$ cat src/rtl/bsearch_pkg.sv
// bsearch_pkg: shared state encoding, midpoint helper and flag-check constant for the binary-search seeker
package bsearch_pkg;
  typedef enum logic [1:0] {IDLE, ISSUE, WAIT, DONE} state_t;
  localparam int FLAG_ONEHOT = 1;
  function automatic logic [32:0] mid(input logic [31:0] lo, input logic [31:0] hi);
    return {1'b0, lo} + (({1'b0, hi} - {1'b0, lo}) >> 1);
  endfunction
endpackage

$ cat src/rtl/bsearch_watchdog.sv
// bsearch_watchdog: counts unanswered wait cycles and flags expiry on the TIMEOUT-th one
module bsearch_watchdog #(
  parameter int TIMEOUT = 64
) (
  input  logic clk,
  input  logic rst,
  input  logic clr,
  input  logic en,
  output logic expired
);
  localparam int W = $clog2(TIMEOUT + 1);
  logic [W-1:0] cnt;
  // cleared while the next guess is being issued, advances on each silent wait cycle
  always_ff @(posedge clk)
    if (rst || clr) cnt <= '0;
    else if (en) cnt <= cnt + 1'b1;
  assign expired = en && (cnt == W'(TIMEOUT - 1));
endmodule

$ cat src/rtl/bsearch_seeker.sv
// bsearch_seeker: binary-searches a hidden target through an external comparator; BSEARCH_TIMEOUT_EN adds a response watchdog
module bsearch_seeker
  import bsearch_pkg::*;
#(
  parameter int N       = 12,
  parameter int CNT_W   = 8,
  parameter int TIMEOUT = 64
) (
  input  logic             clk,
  input  logic             rst,
  input  logic             start,
  output logic [N-1:0]     guess,
  output logic             guess_valid,
  input  logic             resp_valid,
  input  logic             smaller,
  input  logic             equal,
  input  logic             greater,
  output logic             done,
  output logic             found,
  output logic             err,
  output logic [N-1:0]     result,
  output logic [CNT_W-1:0] iter_count
);
  state_t       state;
  logic [N-1:0] lo, hi;
  logic         timeout, one_hot, finish;
  if (CNT_W < $clog2(N + 2) || TIMEOUT < 1) begin : g_bad_cfg
    $error("bsearch_seeker: CNT_W too narrow or TIMEOUT below 1");
  end
`ifdef BSEARCH_TIMEOUT_EN
  bsearch_watchdog #(.TIMEOUT(TIMEOUT)) u_wd (
    .clk     (clk),
    .rst     (rst),
    .clr     (state == ISSUE),
    .en      (state == WAIT && !resp_valid),
    .expired (timeout)
  );
`else
  assign timeout = 1'b0;
`endif
  assign one_hot = $countones({smaller, equal, greater}) == FLAG_ONEHOT;
  assign finish  = !one_hot || equal || (greater && guess == lo) || (smaller && guess == hi);
  // search FSM with registered outputs; bounds checks stop lo/hi from wrapping
  always_ff @(posedge clk)
    if (rst) begin
      state       <= IDLE;
      lo          <= '0;
      hi          <= '0;
      guess       <= '0;
      guess_valid <= 1'b0;
      done        <= 1'b0;
      found       <= 1'b0;
      err         <= 1'b0;
      result      <= '0;
      iter_count  <= '0;
    end else
      case (state)
        IDLE, DONE:
          if (start) begin
            state      <= ISSUE;
            lo         <= '0;
            hi         <= '1;
            iter_count <= '0;
            done       <= 1'b0;
            found      <= 1'b0;
            err        <= 1'b0;
            result     <= '0;
          end
        ISSUE: begin
          guess       <= N'(mid(32'(lo), 32'(hi)));
          guess_valid <= 1'b1;
          state       <= WAIT;
        end
        WAIT:
          if (resp_valid) begin
            iter_count  <= iter_count + 1'b1;
            guess_valid <= 1'b0;
            if (finish) begin
              state  <= DONE;
              done   <= 1'b1;
              err    <= !one_hot;
              found  <= one_hot && equal;
              result <= (one_hot && equal) ? guess : '0;
            end else begin
              state <= ISSUE;
              if (greater) hi <= guess - 1'b1;
              else lo <= guess + 1'b1;
            end
          end else if (timeout) begin
            state       <= DONE;
            done        <= 1'b1;
            err         <= 1'b1;
            guess_valid <= 1'b0;
          end
      endcase
endmodule

$ cat config.mk
export PLATFORM = sky130hd
export DESIGN_NAME = bsearch_seeker
export DESIGN_NICKNAME = d
export VERILOG_FILES = /design/src/rtl/bsearch_pkg.sv /design/src/rtl/bsearch_watchdog.sv /design/src/rtl/bsearch_seeker.sv
export SDC_FILE = /design/constraint.sdc
export NUM_CORES = 1
export LEC_CHECK = 0
export BUFFER_PORTS_ARGS = -buffer_cell sky130_fd_sc_hd__buf_2
export CORE_MARGIN = 5
export CORE_UTILIZATION = 55
export DETAILED_ROUTE_END_ITERATION = 7
export PLACE_DENSITY = 0.75
export SYNTH_ARGS = -nofsm -noshare
export SYNTH_HDL_FRONTEND = slang
export SYNTH_HIERARCHICAL = 1
export SYNTH_SLANG_ARGS = --single-unit
$ cat constraint.sdc
create_clock -name clk -period 9.01 [get_ports clk]
set_clock_uncertainty 0.05 [all_clocks]
set_input_delay 0 -clock clk [delete_from_list [all_inputs] [get_ports clk]]
set_output_delay 0 -clock clk [all_outputs]
set_load 0.1 [all_outputs]
==> results.sh <==
export IMPL_overflow=0
export IMPL_cpPeakStageDelay_ps=490
export IMPL_p_seq_frac=0.313
export IMPL_async_flop_share=0
export IMPL_area_delta_synth_final_pct=9.43
export IMPL_viasPerCell=5.87
export IMPL_num_nets_final=552
export IMPL_synth_ff_type="dfxtp_1"
export IMPL_p_leak_nw=1.91
export IMPL_final_common_cell="dfxtp_1"
export IMPL_top_usage_layer="met2"
export IMPL_syn_num_nets=526
export IMPL_synth_seq_cells=62
export IMPL_slew_viol_final=0
export IMPL_antenna_found_initial=0
export IMPL_cts_clk_slew_worst_paths_ps=70
export IMPL_finalCritPeriodShare=0.422
export IMPL_crit_path_end_kind="flop"
export IMPL_dp_cells=600
export IMPL_design_area_mm2=0.00456
export IMPL_final_layout_size_suffix_gt1_frac=0.147
export IMPL_finalCriticalPeriod_ps=3800
export IMPL_grt_use_met3=0.0511
export IMPL_ys_types=57
export IMPL_netlist_instances=487
export IMPL_hp_class="in -> reg"
export IMPL_gr_usage_met2=0.359
export IMPL_total_power_w=0.00115
export IMPL_power_switching_w=0.000513
export IMPL_vdd_drop_max_mv=0.154
export IMPL_sw_frac_of_total=0.444
export IMPL_fin_tns_setup_ps=0
export IMPL_io_pin_count=43
export IMPL_path_max_fanout=5
export IMPL_pwr_share_clk=0.229
export IMPL_placed_area_mm2=0.00434
export IMPL_crit_chain="inv_1 > ha_1 > a21oi_1 > o21ai_0 > a21oi_1 > o21ai_0 > nand3_1 > xnor2_1 > ha_1 > o211ai_1 > nor3_1 > a221oi_2 > o21bai_1 > a21oi_2 > xnor3_1 > a211oi_1"
export IMPL_cp_slowest_cell="dfxtp_1"
export IMPL_grt_first_pass_wirelength_um=16800
export IMPL_critPathKind="reg -> reg"
export IMPL_drtIter0Drc=159
export IMPL_yosysWarningCount=6
export IMPL_drc=0
export IMPL_comb_power_share=0.458
export IMPL_max_cap_viol_count=0
export IMPL_worstSetupStartpointType="flop"
export IMPL_worstHoldStart="start"
export IMPL_initial_utilization=0.568
export IMPL_routed_wl_um=10200
export IMPL_cts_resized=0
export IMPL_synth_seq_area_share=0.298
export IMPL_r2r_start="lo[1]"
export IMPL_cp_required_ps=9230
export IMPL_htree_levels=3
export IMPL_power_density_mw_per_mm2=253
export IMPL_core_area_mm2=0.00733
export IMPL_synth_top_area_share=0.298
export IMPL_grt_usage=0.218
export IMPL_vias=3614
export IMPL_antenna_left=0
export IMPL_first_global_vias=3468
export IMPL_gp_congestion=0.837
export IMPL_clock_latency_ps=360
export IMPL_critPathLaunch="lo[1]"
export IMPL_ctsLongestPathBuffers=2
export IMPL_drtPass1Iterations=5
export IMPL_die_h_um=97.0
export IMPL_status="complete, no violations"
export IMPL_die_area_mm2=0.00941
export IMPL_avgSynthCellArea_um2=8.55
export IMPL_setup_viol_count_final=0
export IMPL_wl_per_cell_um=16.6
export IMPL_cts_root_buffer="clkbuf_8"
export IMPL_dpl_hpwl_um=7250
export IMPL_syn_area_mm2=0.00417
export IMPL_cts_sinks=62
export IMPL_cts_made_buffers=9
export IMPL_cts_tree="built"
export IMPL_use_met1=0.267
export IMPL_synth_edf_count=0
export IMPL_grt_max_degree=43
export IMPL_stdcell_count=616
export IMPL_internal_power_w=0.000641
export IMPL_final_cell_mix="dfxtp_1 (62), xnor2_1 (49), nor2_1 (42), buf_2 (42), inv_1 (32)"
export IMPL_max_slew_margin_rel=0.331
export IMPL_port_buffers=42
export IMPL_rows=31
export IMPL_hold_slack_ps=38.1
export IMPL_synth_area_leaders="dfxtp_1 (30%), xnor2_1 (10%), ha_1 (8.7%)"
export IMPL_diodes=0
export IMPL_arrival_ps=4020
export IMPL_synth_largest_area_cell="dfxtp_1"
export IMPL_max_clock_freq_mhz=263
export IMPL_die_w_um=97.0
export IMPL_grt_setup_unrepaired="no"
export IMPL_hold_violations=0
export IMPL_worst_pin_slew_ps=999
-- per-stage QoR --
step | utilization | setup WS (ps)
after detailed placement | 0.592 | 5270
final | 0.622 | 5210
after global routing | 0.622 | 4830
after global placement | 0.592 | 5440
after CTS | 0.622 | 5220
after floorplan | - | 5690
-- state kept, by name, indices dropped and copies added, names as in the netlist --
| register | count |
|---|---|
| err | 1 |
| iter_count | 8 |
| lo | 12 |
| found | 1 |
| guess_valid | 1 |
| done | 1 |
| state | 2 |
| guess | 12 |
| hi | 12 |
| result | 12 |
-- metal layers --
layer,vias up,share of wire
met4,0,0.027
met3,28,0.055
li1,1767,-
met2,107,0.47
met5,-,0
met1,1712,0.45
-- area by class of cell --
cell class,count,area (um^2)
multi-input combinational,362,2620
timing repair buffer,46,243
clock buffer,12,165
tap,99,124
fill,635,2770
sequential,62,1240
clock inverter,3,42.5
inverter,32,120
-- cells by family (layout without fill, tap and decap cells) --
kind of cell | after synthesis | count (layout) | synth area share
fa+ha+maj | 32 | 32 | 0.102
simple gates | 141 | 141 | 0.176
buf+inv | 63 | 93 | 0.0739
flops | 62 | 62 | 0.298
xor+xnor | 63 | 63 | 0.136
compound gates | 118 | 118 | 0.195
mux | 8 | 8 | 0.0192
-- power groups by stage --
| stage | sequential [W] | clock, W | combinational [W] |
|---|---|---|---|
| final | 0.000361 | 0.000265 | 0.000529 |
| after global routing | 0.000367 | 0.000277 | 0.000577 |
| after CTS | 0.000360 | 0.000266 | 0.000527 |
| after detailed placement | 0.000367 | 0 | 0.000522 |
| after global placement | 0.000366 | 0 | 0.000514 |
| after floorplan | 0.000427 | 0 | 0.000378 |
-- Yosys cell counts (all sizes together) (2+ instances only) --
library cell,instances
a211oi,7
a21o,11
a21oi,32
a22o,12
a31o,2
and3,6
buf,19
clkbuf,12
dfxtp,62
fa,3
ha,29
inv,32
mux2i,8
nand2,19
nand2b,6
nand3,24
nand4,7
nor2,42
nor2b,6
nor3,7
nor3b,2
nor4,8
o21a,3
o21ai,19
o21bai,5
o311ai,3
o31ai,12
or2,4
or3,3
or4,2
xnor2,49
xor2,13
-- worst paths after layout --
path / to / slack, ps / cells past startpoint
worst max-delay path: guess[11] / 5210 / 16
worst min-delay path: err / 40 / 4
worst max register to register: guess[11] / 5210 / 16
worst min register to register: found / 410 / 1
-- timing repair --
| action | in CTS | in global routing |
|---|---|---|
| endpoints found under the setup margin | 0 | 0 |
| hold buffers | 1 | 0 |
| setup buffers | 0 | 0 |
| endpoints found under the hold margin | 1 | 0 |
-- critical path: cells and delay by family (launching register included) --
kind	cells	cell delay [ps]
AO/OA/AOI/OAI	9	1680
adder cells (fa/ha/maj)	2	620
XOR/XNOR	2	540
flip-flops	1	490
AND/OR/NAND/NOR	2	240
buffers and inverters	1	100
(Power assumes the default switching activity.)
